==> config.mk <==
export PLATFORM = sky130hd
export DESIGN_NAME = crc_serial_appender
export DESIGN_NICKNAME = d
export VERILOG_FILES = /design/src/rtl/crc_serial_appender_pkg.sv /design/src/rtl/crc_shift_out.sv /design/src/rtl/crc_serial_appender.sv
export SDC_FILE = /design/constraint.sdc
export NUM_CORES = 1
export LEC_CHECK = 0
export BUFFER_PORTS_ARGS = -buffer_cell sky130_fd_sc_hd__buf_2
export CAP_MARGIN = 5
export CORE_ASPECT_RATIO = 0.7
export CORE_MARGIN = 5
export CORE_UTILIZATION = 38
export CTS_BUF_LIST = sky130_fd_sc_hd__clkbuf_16
export DETAILED_ROUTE_END_ITERATION = 7
export PLACE_DENSITY_LB_ADDON = 0.12
export SKIP_CTS_REPAIR_TIMING = 1
export SLEW_MARGIN = 30
export SYNTH_ARGS = -nofsm -noshare
export SYNTH_HDL_FRONTEND = slang
export SYNTH_SLANG_ARGS = --single-unit
==> constraint.sdc <==
create_clock -name clk -period 2 [get_ports clk]
set_input_delay 0.3 -clock clk [delete_from_list [all_inputs] [get_ports clk]]
set_output_delay 0.3 -clock clk [all_outputs]
set_load 0.05 [all_outputs]
==> src/rtl/crc_serial_appender_pkg.sv <==
// Shared state encoding and width helper for the serial CRC appender.
package crc_serial_appender_pkg;

  typedef enum logic [1:0] {
    ST_PASS   = 2'd0,
    ST_LATCH  = 2'd1,
    ST_APPEND = 2'd2,
    ST_DRAIN  = 2'd3
  } state_t;

  // Bits needed to hold values 0..value-1.
  function automatic int clog2(input int value);
    int r;
    int v;
    r = 0;
    v = value - 1;
    while (v > 0) begin
      r = r + 1;
      v = v >> 1;
    end
    return r;
  endfunction

endpackage

==> src/rtl/crc_shift_out.sv <==
// Loadable CRC shift register with down-counter; LSB_FIRST selects shift direction.
module crc_shift_out
  import crc_serial_appender_pkg::*;
#(
  parameter int WIDTH     = 32,
  parameter bit LSB_FIRST = 1'b0
) (
  input  logic             clk,
  input  logic             rst,
  input  logic             i_load,
  input  logic             i_shift,
  input  logic [WIDTH-1:0] i_data,
  output logic             o_first_bit,
  output logic             o_next_bit,
  output logic             o_done
);

  localparam int CNT_W = clog2(WIDTH + 1);

  logic [WIDTH-1:0] r_shift;
  logic [CNT_W-1:0] r_count;
  logic [WIDTH-1:0] w_load_val;
  logic [WIDTH-1:0] w_shift_val;

  // The first bit leaves directly from i_data, so the register holds only the remainder.
  generate
    if (LSB_FIRST) begin : g_lsb
      assign o_first_bit = i_data[0];
      assign o_next_bit  = r_shift[0];
      assign w_load_val  = i_data >> 1;
      assign w_shift_val = r_shift >> 1;
    end else begin : g_msb
      assign o_first_bit = i_data[WIDTH-1];
      assign o_next_bit  = r_shift[WIDTH-1];
      assign w_load_val  = i_data << 1;
      assign w_shift_val = r_shift << 1;
    end
  endgenerate

  assign o_done = (r_count == CNT_W'(1));

  always_ff @(posedge clk or posedge rst) begin
    if (rst) begin
      r_shift <= '0;
      r_count <= '0;
    end else if (i_load) begin
      r_shift <= w_load_val;
      r_count <= CNT_W'(WIDTH - 1);
    end else if (i_shift) begin
      r_shift <= w_shift_val;
      r_count <= r_count - CNT_W'(1);
    end
  end

endmodule

==> src/rtl/crc_serial_appender.sv <==
// Forwards serial frame data one cycle late, then appends the generator's CRC serially.
// Optional macro CRC_APPEND_LSB_FIRST_EN sends the CRC LSB first (default MSB first).
module crc_serial_appender
  import crc_serial_appender_pkg::*;
#(
  parameter int CRC_SIZE = 32
) (
  input  logic                clk,
  input  logic                rst,
  input  logic                serial_in,
  input  logic                enable_in,
  input  logic                last_in,
  input  logic [CRC_SIZE-1:0] crc_in,
  output logic                serial_out,
  output logic                enable_out,
  output logic                last_out,
  output logic                busy,
  output logic                overrun
);

`ifdef CRC_APPEND_LSB_FIRST_EN
  localparam bit LSB_FIRST = 1'b1;
`else
  localparam bit LSB_FIRST = 1'b0;
`endif

  state_t r_state;
  state_t w_state_next;
  logic   r_serial, w_serial_next;
  logic   r_enable, w_enable_next;
  logic   r_last, w_last_next;
  logic   r_overrun;
  logic   w_load, w_shift;
  logic   w_first_bit, w_next_bit, w_done;

  crc_shift_out #(
    .WIDTH    (CRC_SIZE),
    .LSB_FIRST(LSB_FIRST)
  ) u_shift_out (
    .clk        (clk),
    .rst        (rst),
    .i_load     (w_load),
    .i_shift    (w_shift),
    .i_data     (crc_in),
    .o_first_bit(w_first_bit),
    .o_next_bit (w_next_bit),
    .o_done     (w_done)
  );

  always_comb begin
    w_state_next  = r_state;
    w_serial_next = r_serial;
    w_enable_next = r_enable;
    w_last_next   = 1'b0;
    w_load        = 1'b0;
    w_shift       = 1'b0;
    case (r_state)
      ST_PASS: begin
        w_serial_next = serial_in;
        w_enable_next = enable_in;
        if (enable_in && last_in) w_state_next = ST_LATCH;
      end
      // crc_in is final only now, one cycle after the last bit reached the generator.
      ST_LATCH: begin
        w_serial_next = w_first_bit;
        w_enable_next = 1'b1;
        w_load        = 1'b1;
        w_state_next  = ST_APPEND;
      end
      ST_APPEND: begin
        w_serial_next = w_next_bit;
        w_enable_next = 1'b1;
        w_shift       = 1'b1;
        if (w_done) begin
          w_last_next  = 1'b1;
          w_state_next = ST_DRAIN;
        end
      end
      ST_DRAIN: begin
        w_serial_next = 1'b0;
        w_enable_next = 1'b0;
        w_state_next  = ST_PASS;
      end
      default: w_state_next = ST_PASS;
    endcase
  end

  always_ff @(posedge clk or posedge rst) begin
    if (rst) begin
      r_state   <= ST_PASS;
      r_serial  <= 1'b0;
      r_enable  <= 1'b0;
      r_last    <= 1'b0;
      r_overrun <= 1'b0;
    end else begin
      r_state  <= w_state_next;
      r_serial <= w_serial_next;
      r_enable <= w_enable_next;
      r_last   <= w_last_next;
      if (busy && enable_in) r_overrun <= 1'b1;
    end
  end

  assign busy       = (r_state != ST_PASS);
  assign serial_out = r_serial;
  assign enable_out = r_enable;
  assign last_out   = r_last;
  assign overrun    = r_overrun;

endmodule

# After elaboration in Yosys (flattened, before gate mapping)
# Index checks and enable logic that the tools add are counted.
[totals]
register_bits = 44
elab_cells = 34
inputBits = 37
[classes]
eq_ne = 6
add_sub_neg = 1
n_reduce_logical = 7
n_mux = 13
[op_table]
columns = ["operator", "count"]
rows = [
  ["2-to-1 mux 32 bit", 2],
  ["2-to-1 mux 6 bit", 2],
  ["case mux 2 bit (4 select lines)", 1],
  ["== test 6 x 1 -> 1 bit, second input constant", 1],
  ["subtractor 6 x 1 -> 6 bit, second input constant", 1],
  ["== test 2 bit, second input constant", 2],
  ["2-to-1 mux 1 bit", 4],
  ["2-to-1 mux 2 bit", 2],
  ["case mux 1 bit (4 select lines)", 1],
  ["nonzero test 2 bit", 2],
  ["case mux 1 bit (3 select lines)", 1],
  ["== test 2 x 1 -> 1 bit, second input constant", 1],
  ["logical AND 1 bit", 2],
  ["logical NOT 2 bit", 1],
  ["!= test 2 x 1 -> 1 bit, second input constant", 1],
  ["!= test 2 bit, second input constant", 1],
  ["AND reduction 2 bit", 1],
  ["OR reduction 2 bit", 1],
]

# Logic depth before layout (Yosys ltp)
# Gate-level depths: netlist of the first run.
[depth]
word_depth = 4
ltp_mapped = 6
ltp_nobuf = 5

# Hierarchy
# A second synthesis of the first run with hierarchy kept.
[hier_totals]
cells_unflattened = 193
area_unflattened_um2 = 2109.5
[by_module_without_submodules]
columns = ["module", "area_each_um2", "cells_each", "n_inst", "seq_area_each_um2"]
rows = [
  ["crc_shift_out", 1790.5, 167, 1, 925.9],
  ["crc_serial_appender", 319.1, 26, 1, 150.1],
]

# Worst setup path before layout of the first run
# Ideal clock, no wire load.
[synth_path]
path_kind = "register to register"
start = "register r_state[0]"
end = "register u_shift_out.r_count[5]"
period_less_slack_ns = 1.783
stages_incl_launch_ff = 6
path_buffers = 0
t_arrival_ns = 1.705
slack_ns = 0.217
path_cell_list = "dfrtp_1 > inv_1 > ha_1 > or4b_4 > or4_1 > a21oi_1"
[synth_between]
elab_chain_cells = 3
elab_cells_between_ends = 6
cone_classes = "2 x eq/ne; 3 x mux; 1 x reduce/logical"
[synth_lines]
columns = ["item", "line_no", "rtl"]
rows = [
  ["from (decl)", "crc_serial_appender.sv:27", "state_t r_state;"],
  ["from (signal assigned)", "crc_serial_appender.sv:96", "r_state <= w_state_next;"],
  ["== test 2 x 1 -> 1 bit / == test 2 bit (equally long branches)", "crc_serial_appender.sv:57", "case (r_state)"],
  ["2-to-1 mux 1 bit", "crc_serial_appender.sv:57", ""],
  ["2-to-1 mux 6 bit / nonzero test 2 bit (equally long branches)", "n/a", ""],
  ["to (signal assigned)", "crc_shift_out.sv:48", "r_count <= CNT_W'(WIDTH - 1);"],
  ["to (signal assigned)", "crc_shift_out.sv:51", "r_count <= r_count - CNT_W'(1);"],
  ["to (decl)", "crc_shift_out.sv:21", "logic [CNT_W-1:0] r_count;"],
]
# Parallel ways exist; a longest one is shown, timed or not.
# A chain may end at the register's enable or synchronous reset.

# Worst setup path after layout of the first run
# Same ends and word-level chain as after synthesis.

==> impl_summary.md, run 1 <==
CTS
The TritonCTS clock tree is built. The tree is rooted in a clkbuf_16. The post-CTS clock slew at the launch and capture registers of the worst setup and hold paths is 0.06 ns. The number of CTS-inserted buffers is 5. The clock drives 43 sinks.

The maximum root-to-sink buffer count is 2. CTS built an H-tree with a depth of 2. The worst-skew pair later-pin latency is 0.28 ns.

Cells and area
For this run, the number of standard cells in the final layout without fillers is 306. The net count reported at finish is 275. The repair_antennas step left the layout with diodes totalling 0. The top cell types in the final layout, fill and taps aside, are dfrtp_1 (43), buf_2 (41), nor2_1 (35). The library cell used most frequently in the layout, excluding fill and tap cells, is dfrtp_1. The final instance area is 2470 µm².

The share of post-route cells with drive strength above 1 is 0.244. From synthesis to final layout, the design area changed by 24.0%.

Placed design
Once detailed placement completed, the half-perimeter wirelength came to 2.86 mm. Counting tap cells, the placed design contains a total of 298 instances. The placed instance area is 2300 µm².

The global placement routability congestion is 0.720. The number of input and output port buffers inserted is 41.

Yosys
The post-synthesis average cell area is 10.4 µm². The number of warnings printed during yosys synthesis is 0. After synthesis, the share of cell area in mux cells is 0.161.

The post-synthesis register bit count is 43. The synthesized netlist contains 26 unique library cells. For this run, the register share of the synthesized area comes to 0.540. In this run the cell area of the synthesized design comes to 1990 µm².

Of the total synthesized cell area, the portion taken by AND, OR, NAND and NOR gates is 0.0991. The post-synthesis compound-gate area fraction is 0.127. Counting every net in the synthesized netlist gives 233. The largest family of logic cells by synthesized area is multiplexers.

The area share of fa/ha/maj cells after synthesis is 0.0314. Of the total synthesized cell area, the portion taken by XOR and XNOR cells is 0.00439. The number of cells produced by synthesis is 191.

Die
The floorplan step defined a core boundary enclosing 5170 µm². From left edge to right edge, the die measures 96.6 µm. The die is 70.6 µm tall. The top-level port count is 42. After floorplanning, the core was divided into 22 placement rows.

For this configuration, the core starts out at a cell density of 0.385. The floorplan step defined a die boundary enclosing 6820 µm².

GRT
Entering global routing, the biggest net connects 67 pins. The wire length of the first global-routing pass is 6.45 mm. The initial antenna violation count came to 0. For this run the aggregate overflow at the end of global routing stands at 0. The number of global-route vias before repair is 1397. In the global route stage, overall resource usage came out at 0.122.

Timing
The count of endpoints failing hold in the final timing report came to 0. Setup repair after global routing left no endpoint under its margin. The headroom to the max-slew limit is 0.531. The transition time at the pin with the least slew margin is 0.700 ns.

Timing would allow up to 0.539 GHz. The max-slew violation total from the final report is 0. The total setup violations reported at the end of the flow is 0. For the final routed database, the setup TNS stands at 0 ns. The minimum clock period after layout is 1.85 ns. The worst clock skew is 0.00558 ns.

In the finished design, the share of the clock period the worst path needs comes to 0.927.

Routing
After detailed routing, the average wire length per cell comes to 12.8 µm. The post-route antenna net violation count is 0. The number of remaining DRC errors is 0. The total length of routed met2 wires is 1.61 mm. The post-detailed-routing wire length is 3.92 mm. The wire length on met1 is 1.96 mm.

The iteration-0 DRC count of the detailed router is 54. After detailed routing, the met3 layer carries 291 µm of wire. After detailed routing, the number of vias per cell comes to 4.73. The highest metal layer used by the detailed router is met4. The routed layout has 1446 vias.

The first TritonRoute pass finished after 4 iterations.

Setup path
The arrival time at the worst endpoint is 2.06 ns. The startpoint kind of the worst setup timing path is a register. Of all nets on the critical path, the largest fanout is 3. The type of element capturing the critical path is a register. STA puts the critical path data required time at 2.21 ns. The critical path is of the reg -> reg type.

Power
The cell leakage power is 0.00115 µW. The peak ir drop on the vdd network is 0.000334 V. In this run the power density over the cells is 747 nW/µm².

Run status
The run finished with clean final reports.

Job
Across the run, the number of max-cap violations was 0.

Hold path
The worst hold path class is in -> async.
## power by group
group | switching (µW) | internal [µW]
combinational | 29.4 | 28.6
sequential | 0.0000000000000359 | 870
clock | 330 | 588
total | 359 | 1490
## state kept, by name (all words and copies together) (netlist names)
signal,flops
last_out,1
u_shift_out.r_shift,31
r_state,2
overrun,1
u_shift_out.r_count,6
enable_out,1
serial_out,1
## path summary, 6_finish.rpt
path,from,cells after the start,slack [ns],end
hold reg to reg,overrun,1,0.45,overrun
max in group asynchronous,rst,3,1.38,u_shift_out.r_shift[1]
setup reg to reg,r_state[0],5,0.15,u_shift_out.r_count[5]
min in group clk,serial_in,3,0.24,serial_out
hold / removal,rst,2,0.03,u_shift_out.r_shift[12]
setup / recovery,r_state[0],5,0.15,u_shift_out.r_count[5]
## synth_stat cells
master     n  share of area
o31ai_1    1         0.0038
nand2_1    4         0.0075
o21ai_1    3         0.0075
a21o_1     1         0.0038
o22a_1     1         0.0044
nor4b_1    1         0.0044
inv_1      8          0.015
buf_1      2         0.0038
mux2i_1   32           0.16
or4_1      1         0.0038
o21ai_0    1         0.0025
a221oi_1   1         0.0044
nand3_1    1         0.0025
buf_2      3         0.0075
ha_1       5          0.031
or3b_1     1         0.0044
clkbuf_1   6          0.011
nor3b_1    1         0.0038
a21oi_1   34          0.085
dfrtp_1   43           0.54
o21a_1     1         0.0038
or4b_4     1         0.0069
xor2_1     1         0.0044
nor2_1    35          0.066
a22o_1     1         0.0044
a22oi_1    2         0.0075
## metal layers
metal / vias to the layer above / GRT usage
met5: - / 0
met4: 0 / 0.0420
li1: 746 / -
met1: 651 / 0.184
met3: 7 / 0.0361
met2: 42 / 0.167
## worst max-delay path, cell delays in order (launching register included)
cell     delay [ns]
dfrtp_1        0.37
inv_1          0.07
ha_2           0.32
or4b_4         0.47
or4_1          0.40
a21oi_1        0.15
## metrics by stage
stage	worst slack (ns)	util	power, µW	hold slack [ns]
finish	0.145	0.478	1850	0.0323
global route	0.0510	0.478	1920	0.0865
CTS	0.0513	0.477	1870	0.0480
detailed placement	0.0591	0.444	946	0.352
global placement	0.0872	0.444	947	0.358
floorplan	0.217	-	901	0.421
## final cells by class
type	count	area, µm²
fill	511	2700
sequential	43	1080
multi-input combinational	129	848
timing repair buffer	46	259
clock buffer	5	125
tap	72	90.1
clock inverter	3	43.8
inverter	8	30.0
## logic make-up (layout without fill, tap and decap cells)
logic type                 Yosys count  count (layout)
and+or+nand+nor                     45              45
xor gates and xnor gates             1               1
adders and majority gates            5               5
buffers and inverters               19              62
DFF                                 43              43
muxes                               32              32
AOI/OAI and AO/OA                   46              46
Power figures use the tool's default switching activity.
==> run 2: changes to the inputs <==
--- a/config.mk
+++ b/config.mk
@@ -7,12 +7,14 @@
 export LEC_CHECK = 0
 export BUFFER_PORTS_ARGS = -buffer_cell sky130_fd_sc_hd__buf_2
 export CAP_MARGIN = 5
-export CORE_ASPECT_RATIO = 0.7
+export CORE_ASPECT_RATIO = 1.75
 export CORE_MARGIN = 5
 export CORE_UTILIZATION = 38
 export CTS_BUF_LIST = sky130_fd_sc_hd__clkbuf_16
 export DETAILED_ROUTE_END_ITERATION = 7
 export PLACE_DENSITY_LB_ADDON = 0.12
+export RECOVER_POWER = 25
+export SETUP_SLACK_MARGIN = 0.5
 export SKIP_CTS_REPAIR_TIMING = 1
 export SLEW_MARGIN = 30
 export SYNTH_ARGS = -nofsm -noshare
==> run 2 against run 1 <==
  * Non-clock buffer count is 26 higher
  * Cell count is 2.6% higher
  * Critical endpoint unchanged
  * Clock power is 2% lower
  * Die area is 0.50% higher
  * Clock skew is 0.0015 ns lower
==> impl_summary.md, run 2 (synthesis results as in run 1) <==
Power
The sequential fraction of design power is 0.476 (was 0.471). The fraction of power spent switching nets is 0.193 (was 0.195). The proportion of power drawn by combinational gates came to 0.031 (about the same). The power per cell area was 652 nW/µm² (was 747 nW/µm²).

The reported net switching power is 352 µW (was 359 µW). The cell leakage power was 0.00132 µW (was 0.00115 µW). The internal portion of total power is 1470 µW (was 1490 µW). The peak ir drop on the vdd network is 0.000461 V (was 0.000334 V). The total power draw came to 1830 µW (was 1850 µW). The fraction of power consumed by the clock network came to 0.493 (was 0.497).

Hold path
The worst hold path passes through 2 cells. The worst hold path class was in -> reg (was in -> async).

Routing
The via density per instance was 5.08 (was 4.73). The post-detailed-routing wire length was 5.00 mm (was 3.92 mm). The number of remaining DRC errors is 0 (unchanged).

The post-route antenna net violation count is 0 (unchanged). The iteration-0 DRC count of the detailed router is 78 (was 54). The length of the first detailed-routing pass in iterations came to 4 (unchanged).

The overall via count from detail_route is 1596 (was 1446). The routed wire length per instance is 15.9 µm (was 12.8 µm).

Placed design
The estimated wirelength of the detail-placed design is 2.83 mm (was 2.86 mm). The global placement routability congestion came to 0.775 (was 0.720). The worst setup timing slack at the placement stage is 0.202 ns (was 0.0591 ns). The number of input and output port buffers inserted is 41 (unchanged).

GRT
The remaining global-route overflow is 0 (unchanged). The wire length of the first global-routing pass was 6.99 mm (was 6.45 mm). The initial antenna violation count is 0 (unchanged).

The maximum number of pins on one net before global-route repair is 53 (was 67). The overall global routing resource usage is 0.130 (was 0.122). The number of global-route vias before repair came to 1468 (was 1397).

CTS
The number of CTS-inserted buffers is 5 (unchanged). The number of sinks driven by the clock tree came to 43 (unchanged). The clock root buffer master is clkbuf_16 (unchanged). The TritonCTS clock tree is built (unchanged). The worst-skew pair later-pin latency is 0.28 ns (about the same). The maximum root-to-sink buffer count is 2 (unchanged). The number of H-tree levels is 2 (unchanged). The post-CTS clock slew at the launch and capture registers of the worst setup and hold paths was 0.06 ns (about the same).

Die
The die footprint is 6850 µm² (was 6820 µm²). The die height is 106 µm (was 70.6 µm). The die extent in x is 64.8 µm (was 96.6 µm).

The total core area is 5170 µm² (about the same). The count of standard-cell rows came to 35 (was 22). The top-level port count is 42 (unchanged). The initial core utilization is 0.386 (was 0.385).

Timing
The headroom to the max-slew limit is 0.281 (was 0.531). The setup TNS after final layout came to 0 ns (unchanged). The total setup violations reported at the end of the flow is 0 (unchanged).

The transition time at the pin with the least slew margin came to 1.08 ns (was 0.700 ns). The max-slew violation total from the final report was 0 (unchanged). The final clock period utilization by the worst path is 0.886 (was 0.927). The worst clock skew is 0.00409 ns (was 0.00558 ns).

The setup slack of the critical path after layout came to 0.227 ns (was 0.145 ns). Setup repair after global routing missed its margin: true (was false). The minimum clock period after layout came to 1.77 ns (was 1.85 ns).

The count of endpoints failing hold in the final timing report is 0 (unchanged). The highest achievable clock rate was 0.564 GHz (was 0.539 GHz).

Setup path
The library cell contributing the largest single delay on the critical path is or4b_4 (unchanged). The startpoint kind of the worst setup timing path is a register (unchanged). The data required time of the critical path came to 2.21 ns (about the same). The maximum single-stage delay on the critical path is 0.46 ns (was 0.47 ns). The logic depth of the worst path, buffers included is 5 (unchanged). The type of element capturing the critical path is a register (unchanged). The buffers plus inverters on the worst setup path is 1 (unchanged). The maximum fanout along the worst path is 3 (unchanged). Cell breakdown of the critical path: inv_2, ha_4, or4b_4, or4_4, a21oi_2 (was inv_1, ha_2, or4b_4, or4_1, a21oi_1).

The depth of the most critical reg-to-reg path is 5 (unchanged). The category of the critical setup timing path is reg -> reg (unchanged). The arrival time at the worst endpoint is 1.98 ns (was 2.06 ns). The kind of cell with the highest combined delay on the critical path is simple AND/OR/NAND/NOR gates (unchanged).

Cells and area
The layout-stage area growth over the synthesis result is 40.3% (was 24.0%). The register ranked first by flip-flop count is u_shift_out.r_shift (unchanged). The number of fillers in the final layout was 471 (was 511).

Top Registers: u_shift_out.r_shift x31, u_shift_out.r_count x6, r_state x2 (unchanged). The share of the core filled with cells is 0.542 (was 0.478). The number of flip-flops in the largest register is 31 (unchanged). The net count reported at finish is 301 (was 275). The commonest non-fill, non-tap cell in the layout is dfrtp_1 (unchanged). The antenna cell count is 0 (unchanged). Most used cells in the layout excluding fill and tap cells: dfrtp_1 (42), buf_2 (40), nor2_1 (34) (was dfrtp_1 (43), buf_2 (41), nor2_1 (35)). The share of post-route cells with drive strength above 1 is 0.355 (was 0.244).

Job
The number of max-cap violations is 0 (unchanged).

Run status
Status: finished clean (unchanged).
==> run 2: worst paths after layout <==
check | slack (ns) | to | from
max | 0.23 | u_shift_out.r_count[5] | r_state[1]
min | 0.24 | u_shift_out.r_shift[1] | crc_in[0]
max reg2reg | 0.23 | u_shift_out.r_count[5] | r_state[1]
min reg2reg | 0.45 | overrun | overrun
max in group asynchronous | 0.93 | u_shift_out.r_count[0] | rst
min in group asynchronous | 0.35 | u_shift_out.r_shift[19] | rst
==> run 2: final cells by class <==
type	count	area [µm²]	share of cell area
clock buffers	5	125	0.0447
clock inverters	2	33.8	0.0121
inverters	8	33.8	0.0121
multi-input cells	129	916	0.327
flip-flops and latches	43	1080	0.385
well taps	55	68.8	0.0246
repair buffers	72	544	0.194
==> run 2: power groups by stage <==
stage	Sequential [µW]	Clock [µW]	Combinational, µW
floorplan	886	0	14.8
global placement	886	0	59.6
detailed placement	886	0	59.4
CTS	870	913	59.6
global route	869	959	65.0
finish	870	899	56.5
==> run 2: metal layers <==
| metal | routed length [µm] | global-route usage |
|---|---|---|
| met5 | 0 | 0 |
| met4 | 106 | 0.0605 |
| met3 | 210 | 0.0309 |
| met2 | 2660 | 0.209 |
| met1 | 2020 | 0.161 |
==> run 2: metrics by stage <==
stage,hold WS [ns],cell area [µm²],std cells
after floorplan,0.421,2020,191
after global placement,0.443,2290,280
after detailed placement,0.439,2290,280
after CTS,0.174,2450,287
after global routing,0.262,2800,314
final,0.241,2800,314
==> run 2: worst reg2reg max path, stage by stage, from the launching register on <==
cell	delay (ns)
dfrtp_1	0.36
inv_2	0.06
ha_4	0.26
or4b_4	0.46
or4_4	0.43
a21oi_2	0.14
==> run 3: changes to the inputs <==
--- a/config.mk
+++ b/config.mk
@@ -14,6 +14,7 @@
 export DETAILED_ROUTE_END_ITERATION = 7
 export PLACE_DENSITY_LB_ADDON = 0.12
 export RECOVER_POWER = 25
+export REMOVE_ABC_BUFFERS = 1
 export SETUP_SLACK_MARGIN = 0.5
 export SKIP_CTS_REPAIR_TIMING = 1
 export SLEW_MARGIN = 30
==> run 3 against run 2 <==
  * Utilization fell by 5.9 points
  * Global-route usage fell by 0.56 points
  * Worst hold slack lost 0.0046 ns
  * Fmax down 2.2%
  * Non-clock buffer count decreased by 21
  * Worst setup slack lost 0.040 ns
  * Routed wire length shrank 19%
  * Cell count down 6.7%
  * Combinational power decreased by 3%
==> impl_summary.md, run 3 (synthesis results as in run 1) <==
Setup path
The library cell contributing the largest single delay on the critical path is or4b_4 (unchanged). The category of the critical setup timing path is reg -> reg (unchanged). The startpoint kind of the worst setup timing path is a register (unchanged). The data required time of the critical path was 2.21 ns (about the same). The buffers plus inverters on the worst setup path came to 1 (unchanged). The kind of cell with the highest combined delay on the critical path is simple AND/OR/NAND/NOR gates (unchanged).

The maximum single-stage delay on the critical path was 0.47 ns (was 0.46 ns). The maximum fanout along the worst path is 3 (unchanged). The type of element capturing the critical path is a register (unchanged).

The arrival time at the worst endpoint came to 2.02 ns (was 1.98 ns). Cell breakdown of the critical path: inv_2, ha_4, or4b_4, or4_4, a21oi_2 (unchanged).

CTS
The maximum root-to-sink buffer count is 2 (unchanged). The worst-skew pair later-pin latency is 0.28 ns (about the same). The clock root buffer master is clkbuf_16 (unchanged).

The number of CTS-inserted buffers is 5 (unchanged). The number of sinks driven by the clock tree came to 43 (unchanged). The number of H-tree levels is 2 (unchanged). The TritonCTS clock tree is built (unchanged). The post-CTS clock slew at the launch and capture registers of the worst setup and hold paths came to 0.06 ns (about the same).

Timing
The count of endpoints failing hold in the final timing report came to 0 (unchanged). The highest achievable clock rate is 0.552 GHz (was 0.564 GHz). The setup TNS after final layout is 0 ns (unchanged). The max-slew violation total from the final report is 0 (unchanged).

The minimum clock period after layout is 1.81 ns (was 1.77 ns). The final clock period utilization by the worst path is 0.906 (was 0.886). The transition time at the pin with the least slew margin came to 1.05 ns (was 1.08 ns). The smallest hold slack came to 0.236 ns (was 0.241 ns).

The total setup violations reported at the end of the flow is 0 (unchanged). The worst clock skew came to 0.00361 ns (was 0.00409 ns). The headroom to the max-slew limit is 0.301 (was 0.281). Setup repair after global routing missed its margin: true (unchanged).

Placed design
The number of input and output port buffers inserted was 41 (unchanged). The estimated wirelength of the detail-placed design came to 2.77 mm (was 2.83 mm). The global placement routability congestion is 0.683 (was 0.775). The placed instance area came to 2270 µm² (was 2290 µm²).

Power
The fraction of power spent switching nets is 0.199 (was 0.193). The sequential fraction of design power came to 0.518 (was 0.476). The cell leakage power is 0.00116 µW (was 0.00132 µW). The internal portion of total power is 1350 µW (was 1470 µW). The power per cell area is 673 nW/µm² (was 652 nW/µm²). The proportion of power drawn by combinational gates came to 0.033 (was 0.031). The peak ir drop on the vdd network is 0.000419 V (was 0.000461 V). The fraction of power consumed by the clock network is 0.450 (was 0.493). The reported net switching power is 335 µW (was 352 µW).

Die
The die extent in x is 64.8 µm (unchanged). The die height is 106 µm (unchanged). The die footprint is 6850 µm² (unchanged). The total core area is 5170 µm² (unchanged). The initial core utilization is 0.386 (unchanged). The count of standard-cell rows was 35 (unchanged). The top-level port count is 42 (unchanged).

Cells and area
Top Registers: u_shift_out.r_shift x31, u_shift_out.r_count x6, r_state x2 (unchanged). The register ranked first by flip-flop count is u_shift_out.r_shift (unchanged). The share of the core filled with cells is 0.483 (was 0.542). Most used cells in the layout excluding fill and tap cells: dfrtp_1 (42), buf_2 (40), nor2_1 (35) (was dfrtp_1 (42), buf_2 (40), nor2_1 (34)). The number of flip-flops in the largest register is 31 (unchanged).

The final instance area came to 2500 µm² (was 2800 µm²). The share of post-route cells with drive strength above 1 is 0.290 (was 0.355). The layout-stage area growth over the synthesis result came to 25.2% (was 40.3%). The antenna cell count came to 0 (unchanged).

The net count reported at finish came to 280 (was 301). The number of fillers in the final layout came to 499 (was 471). The commonest non-fill, non-tap cell in the layout is dfrtp_1 (unchanged).

GRT
The initial antenna violation count is 0 (unchanged). The number of global-route vias before repair is 1513 (was 1468). The maximum number of pins on one net before global-route repair is 44 (was 53). The remaining global-route overflow is 0 (unchanged). The wire length of the first global-routing pass came to 6.66 mm (was 6.99 mm). The overall global routing resource usage is 0.124 (was 0.130).

Hold path
The worst hold path class is in -> reg (unchanged).

Routing
The post-route antenna net violation count is 0 (unchanged). The iteration-0 DRC count of the detailed router is 41 (was 78). The length of the first detailed-routing pass in iterations was 4 (unchanged).

The via density per instance is 5.05 (was 5.08). The routed wire length per instance is 13.8 µm (was 15.9 µm). The post-detailed-routing wire length is 4.04 mm (was 5.00 mm). The overall via count from detail_route came to 1479 (was 1596).

The number of remaining DRC errors was 0 (unchanged).

Run status
Status: finished clean (unchanged).

Job
The number of max-cap violations is 0 (unchanged).
-- run 3: cell count changes in the layout (fill, tap and decap cells not counted), sizes merged --
cell / previous run / this run
bufinv: 1 / 0
clkinvlp: 1 / 0
clkinv: 1 / 3
clkbuf: 10 / 6
buf: 67 / 50
-- run 3: power by group through the flow --
stage	Clock [µW]	Combinational (µW)	Sequential, µW
3_5_place_dp	0	57.6	886
2_1_floorplan	0	14.6	886
4_1_cts	786	57.7	870
6_report	755	54.7	870
5_1_grt	816	63.6	869
3_3_place_gp	0	58.0	886
-- run 3: final cells by class --
class                      count  area (µm²)  area share
timing repair buffer          51         288       0.115
inverter                       8        30.0      0.0120
clock buffer                   5         125      0.0501
sequential                    43        1080       0.432
clock inverter                 2        8.76     0.00351
tap                           55        68.8      0.0276
multi-input combinational    129         898       0.360
-- run 3: final timing paths --
kind,to,cells after the start,slack (ns),from
max in group asynchronous,u_shift_out.r_count[0],3,0.96,rst
worst max register to register,u_shift_out.r_count[5],5,0.19,r_state[0]
worst min register to register,overrun,1,0.46,overrun
min in group asynchronous,u_shift_out.r_shift[28],3,0.34,rst
worst min-delay path,serial_out,3,0.24,serial_in
worst max-delay path,u_shift_out.r_count[5],5,0.19,r_state[0]
-- run 3: through the flow --
stage / setup slack (ns) / cells / total power [µW]
after global routing: 0.162 / 293 / 1750
after floorplan: -0.807 / 180 / 901
after CTS: 0.126 / 288 / 1710
final: 0.187 / 293 / 1680
after detailed placement: 0.155 / 281 / 943
after global placement: 0.177 / 281 / 944
-- run 3: routing by layer --
layer	part of all wire	track usage	vias up	routed length (µm)
met4	0.020	0.0545	0	81
met5	0	0	-	0
met2	0.54	0.221	25	2200
li1	-	-	751	-
met3	0.036	0.0235	6	146
met1	0.40	0.140	697	1610
-- run 3: worst reg2reg max path: cells and delay by family (launching register included) --
| kind | cells | cell delay, ns |
|---|---|---|
| simple gates | 2 | 0.90 |
| flops | 1 | 0.38 |
| fa+ha+maj | 1 | 0.26 |
| buf+inv | 1 | 0.07 |
| compound gates | 1 | 0.13 |
